## config.mk

```make
export PLATFORM = sky130hd
export DESIGN_NAME = regfile
export DESIGN_NICKNAME = d
export VERILOG_FILES = /design/src/rtl/regfile.sv
export SDC_FILE = /design/constraint.sdc
export NUM_CORES = 2
export LEC_CHECK = 0
export CAP_MARGIN = 30
export CORE_ASPECT_RATIO = 1.5
export CORE_MARGIN = 2
export CORE_UTILIZATION = 57
export CTS_CLUSTER_DIAMETER = 100
export DETAILED_ROUTE_END_ITERATION = 8
export PLACE_DENSITY = 0.78
export SYNTH_ARGS = -nofsm -noshare
export SYNTH_HDL_FRONTEND = slang
export SYNTH_SLANG_ARGS = --single-unit
```

## constraint.sdc

```tcl
create_clock -name clk -period 3 [get_ports clk]
set_input_delay 0.75 -clock clk [delete_from_list [all_inputs] [get_ports clk]]
set_output_delay 0.75 -clock clk [all_outputs]
set_load 0.005 [all_outputs]
```

## src/rtl/regfile.sv

```systemverilog
// 32 x DATA_W register file, two combinational read ports, one synchronous write port, r0 hardwired to 0.
// Latency: reads 0 cycles (write data bypassed in the write cycle); writes visible from storage next cycle.
// Backpressure: none; every read and write request is serviced in the cycle it is presented.
module regfile #(
   parameter int DATA_W = 32,
   parameter int ADDR_W = 5
) (
   input  logic              clk,
   input  logic              rst,
   input  logic              we,
   input  logic [ADDR_W-1:0] waddr,
   input  logic [DATA_W-1:0] wdata,
   input  logic              re1,
   input  logic [ADDR_W-1:0] raddr1,
   output logic [DATA_W-1:0] rdata1,
   input  logic              re2,
   input  logic [ADDR_W-1:0] raddr2,
   output logic [DATA_W-1:0] rdata2
);

   localparam int DEPTH = 1 << ADDR_W;

   // Only r1..r(DEPTH-1) exist as flops; r0 is a constant zero in the read view.
   logic [DATA_W-1:0] regs [1:DEPTH-1];
   logic [DATA_W-1:0] rd_view [0:DEPTH-1];

   // A write that would land in r0 is dropped here rather than masked on read.
   logic wr_hit;
   assign wr_hit = we && (waddr != '0);

   // Storage update: async clear on reset, otherwise load the addressed register.
   always_ff @(posedge clk or negedge rst) begin
      if (!rst) begin
         for (int i = 1; i < DEPTH; i++) begin
            regs[i] <= '0;
         end
      end else begin
         for (int i = 1; i < DEPTH; i++) begin
            if (wr_hit && (waddr == ADDR_W'(i))) begin
               regs[i] <= wdata;
            end
         end
      end
   end

   // Flat read view so both ports can use a single 32:1 mux indexed by address.
   always_comb begin
      rd_view[0] = '0;
      for (int i = 1; i < DEPTH; i++) begin
         rd_view[i] = regs[i];
      end
   end

   // Port 1 read: reset, enable and r0 force zero; same-cycle write is bypassed.
   always_comb begin
      rdata1 = '0;
      if (!rst || !re1 || (raddr1 == '0)) begin
         rdata1 = '0;
      end else if (we && (waddr == raddr1)) begin
         rdata1 = wdata;
      end else begin
         rdata1 = rd_view[raddr1];
      end
   end

   // Port 2 read: identical to port 1 and fully independent of it.
   always_comb begin
      rdata2 = '0;
      if (!rst || !re2 || (raddr2 == '0)) begin
         rdata2 = '0;
      end else if (we && (waddr == raddr2)) begin
         rdata2 = wdata;
      end else begin
         rdata2 = rd_view[raddr2];
      end
   end

endmodule

```

# Yosys cells after proc, flatten, opt, wreduce, memory -nomap -nowiden
# Cells that the tools add are included.
# word_totals
register_bits,992
inputBits,52
output_inout_bits,64
elab_cells,122
# op_classes
magnitude_cmp,2
n_eq_ne,33
muxes,10
bitwise_logic,2
n_reduce_logical,44
# ops
operator,count
32-bit binary-select mux with 5-bit select,2
32-bit 2-to-1 mux,8
"5-bit == test, second input constant",16
"5-bit by 4-bit == test with 1-bit output, second input constant",8
1-bit logical AND,34
"5-bit by 3-bit == test with 1-bit output, second input constant",4
"6-bit >= comparator, second input constant",2
5-bit NOT with 6-bit output,2
"5-bit by 2-bit == test with 1-bit output, second input constant",2
5-bit == test,2
5-bit logical NOT,2
"5-bit by 1-bit == test with 1-bit output, second input constant",1
5-bit nonzero test,1
1-bit logical OR,4
1-bit logical NOT,3

# Depth between registers and ports, before layout
# depth
depth_word,6
depth_mapped,9

# Worst setup path before layout
# No wires, ideal clock.
# synth_path
path_kind,input to output
start,in raddr1[0]
end,out rdata1[1]
t_arrival_ps,2320
path_slack_ps,-70
stages,8
n_path_buf,4
cell_sequence,buf_6 -> buf_12 -> buf_6 -> buf_4 -> mux4_2 -> a22oi_1 -> nand3_1 -> a22o_1
# synth_between
elab_chain_len,6
# synth_lines
element,line_no,source
start: declaration,14,"input logic [ADDR_W-1:0] raddr1,"
5-bit NOT with 6-bit output (implied by the code),62,rdata1 = rd_view[raddr1];
32-bit binary-select mux with 5-bit select,62,
32-bit 2-to-1 mux (implied by the code) (2 in series),62,
32-bit 2-to-1 mux,59,end else if (we && (waddr == raddr1)) begin
32-bit 2-to-1 mux *,57,if (!rst || !re1 || (raddr1 == '0)) begin
end: declaration,15,"output logic [DATA_W-1:0] rdata1,"
# Every way passes the cells marked *; elsewhere a longest branch is shown, timed or not. The select of a mux whose other input is x is not followed.

# Worst setup path in the final report
# layout_path
start,in raddr2[1]
end,out rdata2[13]
# layout_between
elab_chain_len,6
# layout_lines
element,line_no,source
start: declaration,17,"input logic [ADDR_W-1:0] raddr2,"
5-bit NOT with 6-bit output (implied by the code),74,rdata2 = rd_view[raddr2];
32-bit binary-select mux with 5-bit select,74,
32-bit 2-to-1 mux (implied by the code) (2 in series),74,
32-bit 2-to-1 mux,71,end else if (we && (waddr == raddr2)) begin
32-bit 2-to-1 mux *,69,if (!rst || !re2 || (raddr2 == '0)) begin
end: declaration,18,output logic [DATA_W-1:0] rdata2
# Marked as above.

==> reports/qor.csv <==
stage,metric,value,unit
finish,fillers,5170,
drt,DRC,0,
die,Initial Utilization,57.3,%
timing,Final Critical Period,3.71,ns
cts,CTS Buffer Depth,3,
timing,Slew Limit Fails,0,
die,Die Wd,255,um
grt,global-route wire length before repair,305000,um
drt,Antenna Nets Post-Route,0,
cts,depth of the CTS H-tree,3,
finish,share of layout cells above drive strength 1,65.2,%
finish,Multi-input gate area,29600,um^2
placement,HPWL after detailed placement,128000,um
timing,setup TNS,-30.44,ns
finish,max reg flops,992,
timing,Setup WS post-layout,-0.709,ns
yosys,number of synthesized flops with an enable pin,0,
timing,Max-slew headroom,30.0,%
grt,largest net degree at the start of global routing,161,
yosys,largest cells by area after synthesis,"dfrtp_1 (46%), mux2_2 (23%), mux4_2 (17%), clkbuf_1 (1.3%), mux2i_1 (1.3%)",
drt,final wirelength,221000,um
timing,final hold slack,0.0290,ns
drt,Iteration-0 DRC Markers,6261,
status,failing checks,negative setup slack,
power_and_ir_drop,total power draw,41.5,mW
yosys,"top cells by count, synth","mux2_2 (1104), dfrtp_1 (992), mux4_2 (403)",
setup_path,reg-to-reg setup timing slack,2.08,ns
grt,vias in the first global route,43900,
grt,GRT Util Overall,44.1,%
yosys,YS warnings,0,
timing,RSZ-0062 raised after global routing,true,
power_and_ir_drop,Power Density,596,nW/um^2
yosys,Mapped Nets,3800,
timing,count of final hold-check violations,0,
finish,total area of sequential cells,24800,um^2
status,outcome,"complete, but fails checks",
setup_path,Critical Path Sink Type,output port,
finish,Final #Nets,4402,
timing,clk_skew,0,ns
yosys,"Distinct cells, synth",57,
yosys,post-synthesis sequential area ratio,46.1,%
finish,"Design Area, Final",69700,um^2
power_and_ir_drop,P_leak,30.2,nW
yosys,async set-or-reset flop fraction in the synthesized netlist,100,%
yosys,Seq cells post-synth,992,
die,Die ar.,97000,um^2
power_and_ir_drop,Worst VDD drop,562,uV
yosys,Avg Inst Size Synth,14.4,um^2
setup_path,Critical R2R Launch,rd_view[764],
drt,DRT Pass-1 Iters,8,
timing,fmax,270,MHz
drt,wire length per cell,38.8,um
yosys,ys flop type,dfrtp_1,
flow_run,total of max-cap violations,0,
placement,count of buffers from port buffering,115,
setup_path,worst path required time,2.25,ns
yosys,top-count cell post-synth,mux2_2,
timing,Slew @ Worst Pin,1.05,ns
drt,vias per inst,7.69,
die,Die Height,380,um
placement,routability cong.,0.978,
die,I/O pins,116,
placement,Placement Cell Area,61200,um^2
cts,CTS tree,yes,
cts,Clock Root Buffer,clkbuf_16,
setup_path,kind of critical path,in -> out,
setup_path,CP startpoint kind,input pin,
cts,"Reg clk slew, reported paths",0.06,ns
hold_path,Hold Path Class,in -> async,
cts,worst skew pair latency,0.74,ns
die,Core Box Area,93900,um^2
cts,cts hold-fix bufs,0,
setup_path,worst reg-to-reg path cell count,2,
yosys,Mapped Cells,3748,
yosys,top-area cell type share of the netlist area,46.1,%
setup_path,RR Endpoint,rd_view[764],
yosys,Synth area leader,dfrtp_1,
timing,Final Cycle Share,124,%
setup_path,CP Max Fanout,3,
setup_path,crit path DAT,2.96,ns
drt,via count,43800,
grt,initial antenna violation count,18,
die,Rows,138,
yosys,Post-Syn Area,53800,um^2
grt,grt total ovfl,0,
timing,final number of setup-violating endpoints,64,
cts,CTS Sinks,992,
finish,Area Overhead vs Synth,29.4,%
cts,Num CTS Buffers,95,
==> report_power, final <==
group | switching (mW) | internal, mW | leakage, nW
clock network | 5.70 | 7.05 | 1.56
logic | 4.49 | 5.96 | 16.0
registers | 2.30 | 16.0 | 12.7
total | 12.5 | 29.0 | 30.2
==> final cells by class <==
cell class / instances / share of cell area [%]
Multi-Input combinational cell: 2342 / 42.5
Sequential cell: 992 / 35.6
Timing Repair Buffer: 916 / 14.9
Clock buffer: 138 / 3.99
Tap cell: 1260 / 2.26
Clock inverter: 30 / 0.595
Antenna cell: 14 / 0.0503
Inverter: 3 / 0.0162
==> layout by cell type (no fill, tap or decap), drive strengths merged, types with 6 or more instances in the layout <==
master,Yosys,routed
nand2b,15,15
o211ai,7,7
mux4,403,403
a21oi,34,34
bufinv,0,7
buf,218,857
nor2b,42,42
mux2i,70,70
a221oi,32,32
o41ai,23,23
a22o,11,11
bufbuf,0,7
o311ai,12,12
a211oi,41,41
clkinv,0,17
o22a,29,29
nand3,10,10
xnor2,6,6
nor3,38,38
nor2,94,94
or4,16,16
o21ai,44,44
a31oi,31,31
diode,0,14
clkdlybuf4s50,0,32
a22oi,57,57
o221ai,19,19
clkbuf,193,154
nand2,81,81
dfrtp,992,992
o22ai,73,73
mux2,1109,1109
==> metal layers <==
metal  up-vias  wire length [um]  global-route usage [%]
met5         -               303                    2.35
met3      1606             30700                    16.9
met1     22200             68700                    51.5
met2      4223             96000                    63.6
li1      15700                 -                       -
met4        20             25200                    37.4
==> worst max-delay path: stages <==
cell     delay (ns)
buf_16         0.12
buf_8          0.12
buf_12         0.13
xor2_4         0.15
nor4_4         0.33
buf_4          0.19
nand4_1        0.22
buf_6          0.22
buf_12         0.15
buf_6          0.11
a31oi_1        0.17
buf_4          0.18
buf_6          0.10
==> cells by family after synthesis <==
family                 count (synthesis)  synth area share, %
buffers and inverters                414                 3.75
AO/OA/AOI/OAI                        430                 5.71
AND/OR/NAND/NOR                      320                 2.92
multiplexers                        1582                 41.4
XOR/XNOR                              10                0.163
flip-flops                           992                 46.1
==> per-stage QoR <==
| stage | worst slack (ns) | instances | util, % |
|---|---|---|---|
| after floorplan | -0.0297 | 3748 | - |
| after global placement | -1.47 | 5302 | 65.1 |
| after detailed placement | -1.44 | 5302 | 65.1 |
| after CTS | -0.743 | 5627 | 72.4 |
| after global routing | -0.683 | 5682 | 74.1 |
| final | -0.709 | 5695 | 74.2 |
==> worst max path at each step <==
stage          startpoint    endpoint  depth (start not counted)
2_1_floorplan   raddr1[0]   rdata1[3]                          7
3_3_place_gp     waddr[4]   rdata2[2]                          9
3_5_place_dp     waddr[4]   rdata2[2]                          9
4_1_cts         raddr2[0]   rdata2[3]                         10
5_1_grt         raddr2[1]  rdata2[13]                         13
6_report        raddr2[1]  rdata2[13]                         13
==> what timing repair did <==
| item | CTS | global route |
|---|---|---|
| pin swaps | 118 | 127 |
| buffers inserted | 157 | 97 |
| setup endpoints to repair | 64 | 64 |
| endpoints found under the hold margin | 0 | 0 |
| gates resized for setup | 709 | 315 |
| cloned | 19 | 6 |
(Power assumes the default switching activity.)
